[src/rtl/dense_layer_sequencer.sv]
// Sequences one int8 fully-connected layer onto a shared external multiplier:
// dot product, bias, optional ReLU, fixed-point requantisation, int8 write-back.
module dense_layer_sequencer #(
  parameter int IN_AW  = 10,
  parameter int OUT_AW = 8,
  parameter int W_AW   = 18
) (
  input  logic              i_clk,
  input  logic              i_rst,
  input  logic              i_start,
  input  logic [IN_AW-1:0]  i_n_in,
  input  logic [OUT_AW-1:0] i_n_out,
  input  logic [7:0]        i_zp_in,
  input  logic [7:0]        i_zp_w,
  input  logic [7:0]        i_zp_out,
  input  logic [31:0]       i_quant_mult,
  input  logic [4:0]        i_quant_shift,
  input  logic              i_relu_en,
  output logic              o_rd_en,
  output logic [IN_AW-1:0]  o_in_addr,
  output logic [W_AW-1:0]   o_w_addr,
  output logic [OUT_AW-1:0] o_b_addr,
  input  logic [7:0]        i_in_data,
  input  logic [7:0]        i_w_data,
  input  logic [31:0]       i_b_data,
  output logic [15:0]       o_mul_a,
  output logic [15:0]       o_mul_b,
  input  logic [31:0]       i_mul_p,
  output logic              o_out_we,
  output logic [OUT_AW-1:0] o_out_addr,
  output logic [7:0]        o_out_data,
  output logic              o_busy,
  output logic              o_done
);

  typedef enum logic [2:0] {
    S_IDLE, S_MAC, S_DRAIN1, S_DRAIN2, S_BIAS, S_REQ, S_WR, S_DONE
  } state_t;

  state_t state, state_nx;

  logic [IN_AW-1:0]  n_in_q, k_cnt;
  logic [OUT_AW-1:0] n_out_q, neuron, b_addr;
  logic [W_AW-1:0]   w_cnt;
  logic [7:0]        zp_in_q, zp_w_q, zp_out_q, out_data_q;
  logic [31:0]       mult_q, acc, bias_q, bias_val;
  logic [4:0]        shift_q, req_t;
  logic              relu_q, rd_en;
  logic              mac_d1, mul_vld, bias_pend;
  logic [15:0]       mul_a_q, mul_b_q;
  logic signed [63:0] r64, m64, p64, rnd64, y64;

  // With n_in==0 there is no MAC cycle, so the bias read is issued in the
  // transition cycle (IDLE or WR) and its data lands exactly in BIAS.
  always_comb begin
    state_nx = state;
    rd_en    = 1'b0;
    b_addr   = neuron;
    case (state)
      S_IDLE: begin
        b_addr = '0;
        if (i_start) begin
          if (i_n_out == '0) begin
            state_nx = S_DONE;
          end else if (i_n_in == '0) begin
            state_nx = S_BIAS;
            rd_en    = 1'b1;
          end else begin
            state_nx = S_MAC;
          end
        end
      end
      S_MAC: begin
        rd_en = 1'b1;
        if (k_cnt == n_in_q - IN_AW'(1)) state_nx = S_DRAIN1;
      end
      S_DRAIN1: state_nx = S_DRAIN2;
      S_DRAIN2: state_nx = S_BIAS;
      S_BIAS:   state_nx = S_REQ;
      S_REQ:    state_nx = S_WR;
      S_WR: begin
        if (neuron == n_out_q - OUT_AW'(1)) begin
          state_nx = S_DONE;
        end else if (n_in_q == '0) begin
          state_nx = S_BIAS;
          rd_en    = 1'b1;
          b_addr   = neuron + OUT_AW'(1);
        end else begin
          state_nx = S_MAC;
        end
      end
      S_DONE:   state_nx = S_IDLE;
      default:  state_nx = S_IDLE;
    endcase
  end

  assign bias_val = bias_pend ? i_b_data : bias_q;

  // Requantisation: round-half-up by adding 1<<(t-1) before the arithmetic shift.
  always_comb begin
    req_t = 5'd31 - shift_q;
    r64   = (relu_q && acc[31]) ? 64'sd0 : {{32{acc[31]}}, acc};
    m64   = {{32{mult_q[31]}}, mult_q};
    rnd64 = 64'sd1 <<< (req_t - 5'd1);
    p64   = r64 * m64 + rnd64;
    y64   = p64 >>> req_t;
  end

  always_ff @(posedge i_clk) begin
    if (i_rst) begin
      state      <= S_IDLE;
      n_in_q     <= '0;
      n_out_q    <= '0;
      zp_in_q    <= '0;
      zp_w_q     <= '0;
      zp_out_q   <= '0;
      mult_q     <= '0;
      shift_q    <= '0;
      relu_q     <= 1'b0;
      neuron     <= '0;
      k_cnt      <= '0;
      w_cnt      <= '0;
      acc        <= '0;
      bias_q     <= '0;
      bias_pend  <= 1'b0;
      mac_d1     <= 1'b0;
      mul_vld    <= 1'b0;
      mul_a_q    <= '0;
      mul_b_q    <= '0;
      out_data_q <= '0;
    end else begin
      state     <= state_nx;
      mac_d1    <= rd_en && (state == S_MAC);
      bias_pend <= rd_en && ((state != S_MAC) || (k_cnt == '0));
      mul_vld   <= mac_d1;
      if (bias_pend) bias_q <= i_b_data;
      if (mac_d1) begin
        mul_a_q <= {{8{i_in_data[7]}}, i_in_data} - {{8{zp_in_q[7]}}, zp_in_q};
        mul_b_q <= {{8{i_w_data[7]}}, i_w_data} - {{8{zp_w_q[7]}}, zp_w_q};
      end
      if (mul_vld) acc <= acc + i_mul_p;
      case (state)
        S_IDLE: begin
          if (i_start) begin
            n_in_q   <= i_n_in;
            n_out_q  <= i_n_out;
            zp_in_q  <= i_zp_in;
            zp_w_q   <= i_zp_w;
            zp_out_q <= i_zp_out;
            mult_q   <= i_quant_mult;
            shift_q  <= i_quant_shift;
            relu_q   <= i_relu_en;
            neuron   <= '0;
            k_cnt    <= '0;
            w_cnt    <= '0;
            acc      <= '0;
          end
        end
        S_MAC: begin
          k_cnt <= k_cnt + IN_AW'(1);
          w_cnt <= w_cnt + W_AW'(1);
        end
        S_BIAS: acc <= acc + bias_val;
        S_REQ:  out_data_q <= y64[7:0] + zp_out_q;
        S_WR: begin
          neuron <= neuron + OUT_AW'(1);
          k_cnt  <= '0;
          acc    <= '0;
        end
        default: ;
      endcase
    end
  end

  assign o_rd_en    = rd_en;
  assign o_in_addr  = k_cnt;
  assign o_w_addr   = w_cnt;
  assign o_b_addr   = b_addr;
  assign o_mul_a    = mul_a_q;
  assign o_mul_b    = mul_b_q;
  assign o_out_we   = (state == S_WR);
  assign o_out_addr = neuron;
  assign o_out_data = out_data_q;
  assign o_busy     = (state != S_IDLE);
  assign o_done     = (state == S_DONE);

endmodule

[config.mk]
export PLATFORM = sky130hd
export DESIGN_NAME = dense_layer_sequencer
export DESIGN_NICKNAME = d
export VERILOG_FILES = /design/src/rtl/dense_layer_sequencer.sv
export SDC_FILE = /design/constraint.sdc
export NUM_CORES = 2
export LEC_CHECK = 0
export CORE_MARGIN = 5
export CORE_UTILIZATION = 28
export DETAILED_ROUTE_END_ITERATION = 10
export GPL_ROUTABILITY_DRIVEN = 0
export GPL_TIMING_DRIVEN = 0
export PLACE_DENSITY = 0.48
export SYNTH_ARGS = -nofsm -noshare
export SYNTH_HDL_FRONTEND = slang
export SYNTH_SLANG_ARGS = --single-unit
[constraint.sdc]
create_clock -name i_clk -period 9.58 [get_ports i_clk]
set_input_delay 1.916 -clock i_clk [delete_from_list [all_inputs] [get_ports i_clk]]
set_output_delay 1.916 -clock i_clk [all_outputs]
set_load 0.005 [all_outputs]
==> metrics.csv <==
metric;value;unit
status;finished with violations;
failing checks;setup timing;
max-cap violation count;0;
number of synthesized register bits;212;
GRT Overall Usage;20.9;%
ys async rst share;0;%
# DRC;0;
total power density per cell area;70.8;nW/um^2
endpoints failing setup;5;
Worst path most repeated cell;fa_1;
Power Internal;2060;uW
Post-Syn Area;38800;sq um
hold path cells;2;
worst vdd ir;0.118;mV
CP Data Required Time;10.09;ns
Cells after Synth;4621;
ANT nets after route;0;
Crit-path slowest cell;fa_2;
slew margin rel.;20.9;%
Final Skew;0.0155;ns
Top Layer Used;met5;
Max Root-Sink Buffers;3;
Placed Area;43800;sq um
CTS H-tree lvls;1;
vias;34100;
DRT met1 WL;64900;microns
First-pass DRT Iterations;6;
# IOs;251;
met2 wire len;73600;microns
Startpoint Class;register;
Core Area;138000;sq um
Die X;382;microns
Tot Pwr;3410;uW
clk sink count;212;
Hold Fails Final Rpt;0;
Final Cell Area;48100;sq um
worst reg-to-reg path cell count;35;
critical path class;reg2reg;
pin count of the biggest net entering global routing;14;
root buf cell;clkbuf_16;
synth unique cells;92;
Die Area;146000;sq um
combinational group share of total power;41.5;%
CTS tree;done;
Worst EP arrival;10.63;ns
ys flop type;dfxtp_1;
cts bufs inserted;26;
proportion of layout cells with a drive suffix above 1;12.7;%
Seq pwr share;29.3;%
Nets;6126;
placement row count;136;
number of synthesized flops with an enable pin;0;
fin crit period;10.12;ns
RSZ-0062 raised after global routing;yes;
period utilization;106;%
Max Freq;0.0988;GHz
largest stage delay on the critical path;0.59;ns
WL met3;10600;microns
syn_area_per_cell;8.41;sq um
Largest delay share family, worst path;adder cells;
worst hold start;zp_in_q[2];
wire per inst;22.7;microns
switching portion of total power;39.6;%
clk slew on worst S/H paths;0.07;ns
initial core utilization;28.2;%
Clk pwr share;29.3;%
Port Buffers;250;
Hold WS;0.457;ns
leakage;0.0227;uW
Buf/Inv on CP;10;
vias in the first global route;35100;
min setup slack post-route;-0.538;ns
CP Capture Type;register;
synth warn;0;
reg-to-reg endpoint;o_out_data[7];
Die Y-Extent;382;microns
Slew @ Worst Pin;1.19;ns
First DRT Iteration DRCs;2608;
Post-DP HPWL;127000;microns
Synth-to-Final Area Change;23.8;%
total gr overflow;0;
CP Max Fanout;10;
clk_lat worst skew;0.57;ns
first-pass GRT wire length;231000;microns
sequential-to-total area share from yosys stat;10.9;%
max-slew violation count;0;
Worst Hold Class;reg2reg;
R2R setup slack;-0.54;ns
Post-Route WL;156000;microns
synthesized net count;5692;
Worst Hold End;zp_in_q[2];
P_sw;1350;uW
Via density;4.96;
reg2reg start;mult_q[11];
initial antenna violation count;11;
[worst register-to-register path: cells and delay by family (launching register included)]
kind / cells / cell delay [ns]
AND/OR/NAND/NOR: 6 / 1.17
multiplexers: 2 / 1.00
XOR/XNOR: 1 / 0.19
flip-flops: 1 / 0.35
AO/OA/AOI/OAI: 6 / 1.04
buffers and inverters: 10 / 1.70
adder cells (fa/ha/maj): 10 / 4.61
[synthesized netlist by cell type, types with 8 or more instances]
cell type,instances,area (sq um)
a21o_1,54,405
xnor2_1,107,937
o21ai_0,85,425
o21bai_1,15,113
o211ai_1,19,143
mux2_2,45,507
nor4_1,11,68.8
a311oi_1,11,96.3
nand2b_1,29,181
dfxtp_1,212,4240
o21a_1,17,128
and3_1,206,1290
and2_1,193,1210
nor3_1,29,145
buf_4,19,143
o22ai_1,19,119
xor2_1,67,587
a21oi_1,252,1260
inv_1,800,3000
clkbuf_1,244,916
a221o_1,8,80.1
a31oi_1,19,119
nand3_1,48,240
buf_2,13,65.1
fa_1,652,13100
mux4_2,8,180
nor2_1,194,728
nand2_1,669,2510
a211o_1,9,78.8
ha_1,256,3200
a211oi_1,24,180
or3_1,17,106
a21boi_0,13,97.6
nor2b_1,48,300
mux2i_1,63,631
[sequential cells by signal, summed over array words and instances (netlist names), 8 cells and up]
signal and flops:
acc 32, bias_q 32, mult_q 32, n_in_q 10
n_out_q 8, o_in_addr 10, o_mul_a 9, o_mul_b 9
o_out_addr 8, o_out_data 8, o_w_addr 18, zp_in_q 8
zp_out_q 8, zp_w_q 8
[layout by cell type (no fill, tap or decap), drive strengths merged, types with 46 or more instances in the layout]
master and count:
nor2b 48, and2 197, a21o 55, fa 652
inv 803, mux2i 63, nand2 669, clkdlybuf4s50 250
ha 256, xor2 67, nand3 48, o21ai 88
xnor2 107, a21oi 256, nor2 194, dfxtp 212
buf 215, and3 206, mux2 46, clkbuf 255
[cell type report]
class                   count  area [sq um]
fillers                 14300         89600
multi-input cells        3323         31500
flip-flops and latches    212          4270
repair buffers            418          4080
inverters                 803          3020
well taps                1794          2240
plain buffers             271          2180
clock buffers              34           721
clock inverters            14           113
diodes                      9          22.5
[power groups by stage]
| stage | clock network [uW] | registers, uW | logic, uW |
|---|---|---|---|
| after floorplan | 0 | 977 | 755 |
| after global placement | 0 | 1010 | 1240 |
| after detailed placement | 0 | 1010 | 1240 |
| after CTS | 1020 | 995 | 1370 |
| after global routing | 1060 | 1000 | 1530 |
| final | 997 | 997 | 1410 |
[logic make-up after synthesis]
group,after synthesis,share of synthesized area [%]
and+or+nand+nor,1483,18.2
buffers and inverters,1086,10.7
adders and majority gates,908,41.8
AOI/OAI and AO/OA,635,10.6
DFF,212,10.9
xor gates and xnor gates,180,4.27
muxes,117,3.43
[metal layers]
layer / global-route usage [%] / up-vias
met5: 0 / -
met4: 7.73 / 4
met3: 2.92 / 254
met2: 35.3 / 1262
met1: 27.3 / 17200
li1: - / 15400
[worst max-delay path by stage]
stage          cells past startpoint       endpoint       start  slack [ns]
6_report                          35  o_out_data[7]  mult_q[11]       -0.54
3_3_place_gp                      39  o_out_data[7]     acc[15]       -2.43
3_5_place_dp                      42  o_out_data[7]      relu_q       -2.34
2_1_floorplan                     42  o_out_data[7]  shift_q[0]       0.001
4_1_cts                           44  o_out_data[7]  shift_q[1]       -0.46
5_1_grt                           41  o_out_data[7]      relu_q       -0.84
[through the flow]
stage	TNS, ns	utilization [%]	std cells	setup slack [ns]
after detailed placement	-13.71	31.9	6666	-2.34
final	-1.44	34.9	6878	-0.538
after floorplan	0	-	4621	0.00111
after global routing	-2.81	34.9	6870	-0.837
after CTS	-1.09	34.5	6829	-0.460
after global placement	-14.21	31.8	6665	-2.43
[repair_timing]
item / 4_1_cts / 5_1_grt
setup endpoints to repair: 8 / 7
setup buffers: 118 / 45
resized for setup: 431 / 123
pin swaps: 132 / 79
gates cloned: 5 / 0
hold buffers: 0 / 0
No activity file was read; power rests on OpenSTA's default activity.
